<file path="config.mk">
export PLATFORM = sky130hd
export DESIGN_NAME = vmu_agen_multi
export DESIGN_NICKNAME = d
export VERILOG_FILES = /design/src/rtl/vmu_pkg.sv /design/src/rtl/vmu_agen_ch.sv /design/src/rtl/vmu_agen_multi.sv
export SDC_FILE = /design/constraint.sdc
export NUM_CORES = 2
export LEC_CHECK = 0
export ABC_AREA = 1
export ABC_CLOCK_PERIOD_IN_PS = 5500
export CORE_MARGIN = 2
export CORE_UTILIZATION = 40
export DETAILED_ROUTE_END_ITERATION = 16
export PLACE_DENSITY = 0.65
export SLEW_MARGIN = 5
export SYNTH_ARGS = -nofsm -noshare
export SYNTH_HDL_FRONTEND = slang
export SYNTH_SLANG_ARGS = --single-unit
</file>
<file path="constraint.sdc">
create_clock -name clk -period 5.5 [get_ports clk]
set_input_delay 0.825 -clock clk [delete_from_list [all_inputs] [get_ports clk]]
set_output_delay 0.825 -clock clk [all_outputs]
set_load 0.05 [all_outputs]
</file>
<file path="src/rtl/vmu_pkg.sv">
// Shared encodings, system defaults and FSM state type
// for the vector memory unit address generator.
package vmu_pkg;

  localparam int SYS_NUM_LSU         = 3;
  localparam int SYS_SCALAR_WIDTH    = 32;
  localparam int SYS_CONFIG_OP_WIDTH = 3;
  localparam int SYS_VLMAX           = 64;
  localparam int SYS_NUM_LANE        = 4;
  localparam int COMMON_AGEN_DELAY   = 2;

  localparam logic [1:0] VMU_OP_NOP   = 2'd0;
  localparam logic [1:0] VMU_OP_LOAD  = 2'd1;
  localparam logic [1:0] VMU_OP_STORE = 2'd2;
  localparam int VMU_MODE_STRIDE_BIT  = 2;

  localparam int VMU_CFG_STRIDE  = 1;
  localparam int VMU_CFG_MODULUS = 2;

  typedef enum logic [1:0] {
    ST_IDLE,
    ST_RUN,
    ST_DRAIN
  } vmu_agen_state_e;

endpackage

</file>
<file path="src/rtl/vmu_agen_ch.sv">
// One LSU channel: snapshot of op/base, wrapping offset
// and a stallable output pipeline of strobes and addresses.
module vmu_agen_ch
  import vmu_pkg::*;
#(
  parameter int AW  = 32,
  parameter int OPW = 3,
  parameter int DLY = 2
) (
  input  logic           clk,
  input  logic           rst_n,
  input  logic           i_load,
  input  logic [OPW-1:0] i_op,
  input  logic [AW-1:0]  i_base,
  input  logic [AW-1:0]  i_stride,
  input  logic [AW-1:0]  i_mod,
  input  logic           i_issue,
  input  logic           i_stall,
  output logic           o_rden,
  output logic           o_wren,
  output logic [AW-1:0]  o_rdaddr,
  output logic [AW-1:0]  o_wraddr
);

  logic [OPW-1:0] op_q, op_d;
  logic [AW-1:0]  base_q, base_d;
  logic [AW-1:0]  off_q, off_d;
  logic [AW-1:0]  step, addr;
  logic [AW:0]    sum;
  logic           is_ld, is_st;

  logic          rden_q [DLY];
  logic          rden_d [DLY];
  logic          wren_q [DLY];
  logic          wren_d [DLY];
  logic [AW-1:0] rda_q  [DLY];
  logic [AW-1:0] rda_d  [DLY];
  logic [AW-1:0] wra_q  [DLY];
  logic [AW-1:0] wra_d  [DLY];

  always_comb begin
    op_d   = op_q;
    base_d = base_q;
    off_d  = off_q;
    step   = op_q[VMU_MODE_STRIDE_BIT] ? i_stride : AW'(1);
    sum    = {1'b0, off_q} + {1'b0, step};
    addr   = base_q + off_q;
    is_ld  = (op_q[1:0] == VMU_OP_LOAD);
    is_st  = (op_q[1:0] == VMU_OP_STORE);
    if (i_load) begin
      op_d   = i_op;
      base_d = i_base;
      off_d  = '0;
    end else if (i_issue) begin
      // zero modulus disables the circular wrap
      if (i_mod != '0 && sum >= {1'b0, i_mod})
        off_d = AW'(sum - {1'b0, i_mod});
      else
        off_d = sum[AW-1:0];
    end
  end

  always_comb begin
    for (int s = 0; s < DLY; s++) begin
      rden_d[s] = rden_q[s];
      wren_d[s] = wren_q[s];
      rda_d[s]  = rda_q[s];
      wra_d[s]  = wra_q[s];
      if (!i_stall) begin
        if (s == 0) begin
          rden_d[s] = i_issue && is_ld;
          wren_d[s] = i_issue && is_st;
          rda_d[s]  = (i_issue && is_ld) ? addr : '0;
          wra_d[s]  = (i_issue && is_st) ? addr : '0;
        end else begin
          rden_d[s] = rden_q[s-1];
          wren_d[s] = wren_q[s-1];
          rda_d[s]  = rda_q[s-1];
          wra_d[s]  = wra_q[s-1];
        end
      end
    end
  end

  always_ff @(posedge clk) begin
    if (!rst_n) begin
      op_q   <= '0;
      base_q <= '0;
      off_q  <= '0;
      for (int s = 0; s < DLY; s++) begin
        rden_q[s] <= 1'b0;
        wren_q[s] <= 1'b0;
        rda_q[s]  <= '0;
        wra_q[s]  <= '0;
      end
    end else begin
      op_q   <= op_d;
      base_q <= base_d;
      off_q  <= off_d;
      for (int s = 0; s < DLY; s++) begin
        rden_q[s] <= rden_d[s];
        wren_q[s] <= wren_d[s];
        rda_q[s]  <= rda_d[s];
        wra_q[s]  <= wra_d[s];
      end
    end
  end

  assign o_rden   = rden_q[DLY-1];
  assign o_wren   = wren_q[DLY-1];
  assign o_rdaddr = rda_q[DLY-1];
  assign o_wraddr = wra_q[DLY-1];

endmodule

</file>
<file path="src/rtl/vmu_agen_multi.sv">
// Multi-channel VMU address generator: command FSM,
// beat counter, config registers and done pipeline.
module vmu_agen_multi
  import vmu_pkg::*;
#(
  parameter int NUM_LSU         = SYS_NUM_LSU,
  parameter int SCALAR_WIDTH    = SYS_SCALAR_WIDTH,
  parameter int LSU_OP_WIDTH    = 3,
  parameter int CONFIG_OP_WIDTH = SYS_CONFIG_OP_WIDTH,
  parameter int CNT_WIDTH       = $clog2(SYS_VLMAX/SYS_NUM_LANE),
  parameter int AGEN_DELAY      = COMMON_AGEN_DELAY
) (
  input  logic                       clk,
  input  logic                       rst_n,
  input  logic                       i_seq_vmu_op_vld,
  output logic                       o_vmu_op_rdy,
  input  logic [CNT_WIDTH-1:0]       i_seq_vmu_cnt,
  input  logic [LSU_OP_WIDTH-1:0]    i_seq_vmu_op_ls     [NUM_LSU],
  input  logic [SCALAR_WIDTH-1:0]    i_seq_vmu_scalar_ls [NUM_LSU],
  input  logic [CONFIG_OP_WIDTH-1:0] i_seq_vxu_op_config,
  input  logic [SCALAR_WIDTH-1:0]    i_seq_vxu_scalar_config,
  input  logic                       i_spm_stall,
  output logic                       o_vmu_spm_rden   [NUM_LSU],
  output logic                       o_vmu_spm_wren   [NUM_LSU],
  output logic [SCALAR_WIDTH-1:0]    o_vmu_spm_rdaddr [NUM_LSU],
  output logic [SCALAR_WIDTH-1:0]    o_vmu_spm_wraddr [NUM_LSU],
  output logic                       o_vmu_done
);

  vmu_agen_state_e state_q, state_d;

  logic [CNT_WIDTH-1:0]    cnt_q, cnt_d;
  logic [SCALAR_WIDTH-1:0] stride_q, stride_d;
  logic [SCALAR_WIDTH-1:0] mod_q, mod_d;
  logic [SCALAR_WIDTH-1:0] sstride_q, sstride_d;
  logic [SCALAR_WIDTH-1:0] smod_q, smod_d;
  logic                    pend_q, pend_d;
  logic [AGEN_DELAY-1:0]   done_q, done_d;

  logic accept, issue, last, inject;

  assign accept = (state_q == ST_IDLE) && i_seq_vmu_op_vld;

  always_ff @(posedge clk) begin
    if (!rst_n) state_q <= ST_IDLE;
    else        state_q <= state_d;
  end

  always_comb begin
    state_d = state_q;
    unique case (state_q)
      ST_IDLE:
        if (i_seq_vmu_op_vld)
          state_d = (i_seq_vmu_cnt == '0) ? ST_DRAIN : ST_RUN;
      ST_RUN:
        if (!i_spm_stall && cnt_q == CNT_WIDTH'(1))
          state_d = ST_DRAIN;
      ST_DRAIN:
        if (!i_spm_stall && done_q[AGEN_DELAY-1])
          state_d = ST_IDLE;
      default: state_d = ST_IDLE;
    endcase
  end

  always_comb begin
    o_vmu_op_rdy = (state_q == ST_IDLE);
    issue        = (state_q == ST_RUN) && !i_spm_stall;
    last         = issue && (cnt_q == CNT_WIDTH'(1));
    // a zero-beat command still sends a lone done token
    inject       = (state_q == ST_DRAIN) && pend_q && !i_spm_stall;
  end

  always_comb begin
    cnt_d     = cnt_q;
    pend_d    = pend_q;
    sstride_d = sstride_q;
    smod_d    = smod_q;
    stride_d  = stride_q;
    mod_d     = mod_q;
    done_d    = done_q;
    if (accept) begin
      cnt_d     = i_seq_vmu_cnt;
      pend_d    = (i_seq_vmu_cnt == '0);
      sstride_d = stride_q;
      smod_d    = mod_q;
    end else begin
      if (issue)  cnt_d  = cnt_q - CNT_WIDTH'(1);
      if (inject) pend_d = 1'b0;
    end
    if (i_seq_vxu_op_config == CONFIG_OP_WIDTH'(VMU_CFG_STRIDE))
      stride_d = i_seq_vxu_scalar_config;
    if (i_seq_vxu_op_config == CONFIG_OP_WIDTH'(VMU_CFG_MODULUS))
      mod_d = i_seq_vxu_scalar_config;
    if (!i_spm_stall) begin
      done_d[0] = last || inject;
      for (int s = 1; s < AGEN_DELAY; s++)
        done_d[s] = done_q[s-1];
    end
  end

  always_ff @(posedge clk) begin
    if (!rst_n) begin
      cnt_q     <= '0;
      pend_q    <= 1'b0;
      sstride_q <= SCALAR_WIDTH'(1);
      smod_q    <= '0;
      stride_q  <= SCALAR_WIDTH'(1);
      mod_q     <= '0;
      done_q    <= '0;
    end else begin
      cnt_q     <= cnt_d;
      pend_q    <= pend_d;
      sstride_q <= sstride_d;
      smod_q    <= smod_d;
      stride_q  <= stride_d;
      mod_q     <= mod_d;
      done_q    <= done_d;
    end
  end

  assign o_vmu_done = done_q[AGEN_DELAY-1];

  for (genvar g = 0; g < NUM_LSU; g++) begin : g_ch
    vmu_agen_ch #(
      .AW  (SCALAR_WIDTH),
      .OPW (LSU_OP_WIDTH),
      .DLY (AGEN_DELAY)
    ) u_ch (
      .clk      (clk),
      .rst_n    (rst_n),
      .i_load   (accept),
      .i_op     (i_seq_vmu_op_ls[g]),
      .i_base   (i_seq_vmu_scalar_ls[g]),
      .i_stride (sstride_q),
      .i_mod    (smod_q),
      .i_issue  (issue),
      .i_stall  (i_spm_stall),
      .o_rden   (o_vmu_spm_rden[g]),
      .o_wren   (o_vmu_spm_wren[g]),
      .o_rdaddr (o_vmu_spm_rdaddr[g]),
      .o_wraddr (o_vmu_spm_wraddr[g])
    );
  end

endmodule

</file>
==> key figures <==
Run status
  • Status: completed

Min path
  • Type of the most critical hold path: flop to flop
  • Worst Hold End: mod_q[22]
  • Hold_sp: mod_q[22]
  • Hold depth: 2

Route
  • DR WL/cell: 19.40 um
  • Vias: 48170
  • Wirelength, routed: 180.8 mm
  • Via density: 5.170
  • Antenna Nets Post-Route: 0
  • # DRC: 0
  • Initial DRC Count: 4300
  • Initial DRT Pass Iterations: 6

Synthesis
  • Syn_area_per_cell: 6.270 um2
  • Register area share after synthesis: 30.70%
  • Yosys Warn Count: 0
  • Post-synth ARST share: 0%
  • Syn Nets: roughly 8100
  • EDFF count, synth: 0
  • Primary FF master, synth: dfxtp_1
  • Share of the synthesized area in the top cell type: 30.70%
  • Synthesized area: 47860 um2
  • Synth top area cells: dfxtp_1 31%, nand2_1 15%, nor2_1 8.8%, ha_1 7.5%, inv_1 7.2%
  • Top-count cell post-synth: nand2_1
  • Post-synthesis cell count: 7633
  • Synth cell count leaders: 1905 x nand2_1, 1128 x nor2_1, 915 x inv_1
  • Distinct cells, synth: 45
  • Synth Register Bits: roughly 730
  • Leading area contributor after synthesis: dfxtp_1

Placed design
  • Placed Area: 51290 um2
  • Placed wire-length estimate: 143.5 mm
  • GP Congestion: 1.014
  • Port Buf Inserts: approximately 350
  • DP Worst Slack: around 0.36 ns

Die
  • Core ar.: 118400 um2
  • Die area: around 120000 um2
  • Die H: 349.9 um
  • Die W: 349.9 um
  • Ports: about 350
  • Initial Utilization: 40.42%
  • FP Rows: between 100 and 150

Final layout
  • Reg area: 14690 um2
  • Fill count: 12650
  • Area Growth Syn to Fin: 13.01%
  • Multi-input gate area: 27070 um2
  • Share of cells above drive strength 1: 3.590%
  • Nets: slightly above 8000
  • Post-Layout Inst Area: between 50000 and 60000 um2

Timing
  • Worst Slack Setup Final: 0.3357 ns
  • Max_slew headroom: about a fifth
  • Unrepaired setup endpoints after global routing: no
  • Worst-margin pin slew: ~1.2 ns
  • Period utilization: 93.90%
  • Setup_tns: 0 ns
  • Final setup violation count: 0
  • Final Hold Fails: 0
  • Final Skew: 0.02233 ns
  • Max Slew Vio Count: 0
  • Post-layout min period: 5.164 ns
  • F_max: 193.6 MHz

Clocking
  • H-tree depth: 3
  • Number of CTS-inserted buffers: 82
  • Clock slew at reported path FFs: 0.06 ns
  • Skew-Pair Late Insertion Delay: around 0.67 ns
  • Root buffer cell: clkbuf_16
  • CTS tree: yes
  • CTS Sinks: 734
  • Hold buffers post-CTS: 0
  • CTS max path bufs: 3

Pwr
  • LEAKAGE: 26.34 nW
  • VDD IR-drop max: 0.0002571 V
  • Power Density: 320.3 nW/um2

Critical path
  • Worst path required time: roughly 6 ns
  • Setup crit end kind: flop
  • Worst r2r src: sstride_q[13]
  • Critical path launch point type: flop
  • Reg2reg setup slack: 0.34 ns
  • Reg2reg end: g_ch[1].u_ch.off_q[30]
  • Cell mode on critical path: nand2_1
  • Worst-path maximum fanout: 32
  • Slowest CP cell: dfxtp_1
  • Data arrival, critical path: 5.67 ns
  • Critical path's largest stage delay: 0.87 ns
  • CP Launch Point: sstride_q[13]
  • Crit Path Category: flop to flop
  • R2r worst-path depth: 30

Global route
  • First-pass GRT wire length: 268.9 mm
  • Vias in the first global route: between 40000 and 50000
  • Pin count of the biggest net entering global routing: around 180
  • Initial antenna violation count: 6
  • Grt ovf: 0
  • Overall routing resource usage: roughly 29%

Run
  • # Max-Cap Violations: 0
registers in the layout (all words and copies together), names as in the netlist:
register	cells
mod_q	32
g_ch.u_ch.wra_q	192
cnt_q	4
done_q	2
g_ch.u_ch.off_q	96
g_ch.u_ch.base_q	96
g_ch.u_ch.rda_q	192
state_q	2
g_ch.u_ch.wren_q	6
g_ch.u_ch.rden_q	6
sstride_q	32
smod_q	32
g_ch.u_ch.op_q	9
pend_q	1
stride_q	32
per-stage QoR:
stage	power (mW)	util, %	cells	hold WS (ns)
4_1_cts	17.33	45.67	9315	0.4426
3_5_place_dp	11.62	43.32	9168	0.4337
3_3_place_gp	11.63	43.32	9168	0.4286
6_report	17.32	45.68	9318	0.4405
5_1_grt	18.25	45.68	9317	0.4578
2_1_floorplan	9.805	-	7633	0.4205
repair_timing:
| action | 4_1_cts | 5_1_grt |
|---|---|---|
| setup endpoints to repair | 0 | 1 |
| gates resized for setup | 0 | 1 |
| buffers inserted | 0 | 0 |
power by group:
group | total (mW) | leakage (nW) | switching [mW] | internal, mW
Clock | 5.70 | 1.36 | 2.42 | 3.28
Combinational | 5.70 | 19.0 | 3.98 | 1.72
Sequential | 5.92 | 6.00 | 0.310 | 5.61
worst max path at each step:
stage	to	slack, ns	cells past startpoint
after global placement	g_ch[1].u_ch.off_q[31]	0.30	30
after floorplan	g_ch[2].u_ch.off_q[10]	1.55	30
final	g_ch[1].u_ch.off_q[30]	0.34	30
after detailed placement	g_ch[1].u_ch.off_q[31]	0.36	30
after global routing	g_ch[2].u_ch.off_q[8]	0.04	29
after CTS	g_ch[1].u_ch.off_q[31]	0.35	30
cell families (layout without fill, tap and decap cells):
family	count (synthesis)	in the layout	share of synthesized area (%)
flip-flops	734	734	30.70
other	0	3	0
XOR/XNOR	131	131	2.397
buffers and inverters	1408	1490	12.85
AND/OR/NAND/NOR	3738	3738	31.80
adder cells (fa/ha/maj)	296	296	7.879
AO/OA/AOI/OAI	1326	1326	14.37
worst max-delay path, delay by kind of cell (launching register included):
kind / cells / cell delay [ns]
flip-flops: 1 / 0.87
buffers and inverters: 5 / 0.76
AO/OA/AOI/OAI: 1 / 0.07
adder cells (fa/ha/maj): 2 / 0.59
AND/OR/NAND/NOR: 22 / 2.71
layer usage:
layer	part of all wire [%]	wire length, um	GRT usage (%)
met5	0.020	36	0
met4	3.4	6144	9.747
met3	6.1	10980	3.285
met2	45	80930	46.09
met1	46	82710	39.54
cell type report:
cell class / count / share of cell area, %
multi-input cells: 5491 / 50.05
flip-flops and latches: 734 / 27.17
repair buffers: 408 / 7.402
inverters: 935 / 6.512
clock buffers: 104 / 4.189
well taps: 1600 / 3.701
clock inverters: 43 / 0.9646
diodes: 3 / 0.01388
placed cells by master (no fill, tap or decap), types with 4 or more instances in the layout:
cell type / netlist / final
a21o_1: 18 / 18
or2_2: 33 / 33
o21ai_1: 4 / 5
a21oi_1: 659 / 659
nand2_4: 2 / 5
clkbuf_1: 244 / 10
ha_1: 287 / 287
inv_1: 915 / 912
o21bai_1: 37 / 37
o21a_1: 12 / 12
and2_1: 14 / 14
dfxtp_1: 734 / 734
nor3_1: 45 / 42
nand3_1: 493 / 493
nand3b_1: 42 / 42
fa_1: 9 / 9
o21ai_0: 558 / 557
xor2_1: 93 / 93
clkdlybuf4s50_1: 0 / 345
buf_4: 199 / 56
nor4_1: 8 / 8
nand4_1: 49 / 49
clkbuf_8: 0 / 11
buf_12: 0 / 5
clkbuf_16: 0 / 83
inv_6: 0 / 6
xnor2_1: 38 / 38
a31oi_1: 22 / 22
and3_1: 4 / 4
inv_2: 19 / 20
clkinv_2: 0 / 17
bufinv_16: 0 / 7
nand2_1: 1905 / 1903
nor3_2: 3 / 4
o211ai_1: 8 / 8
clkinvlp_4: 0 / 7
nor2_1: 1128 / 1128
Power figures use the tool's default switching activity.
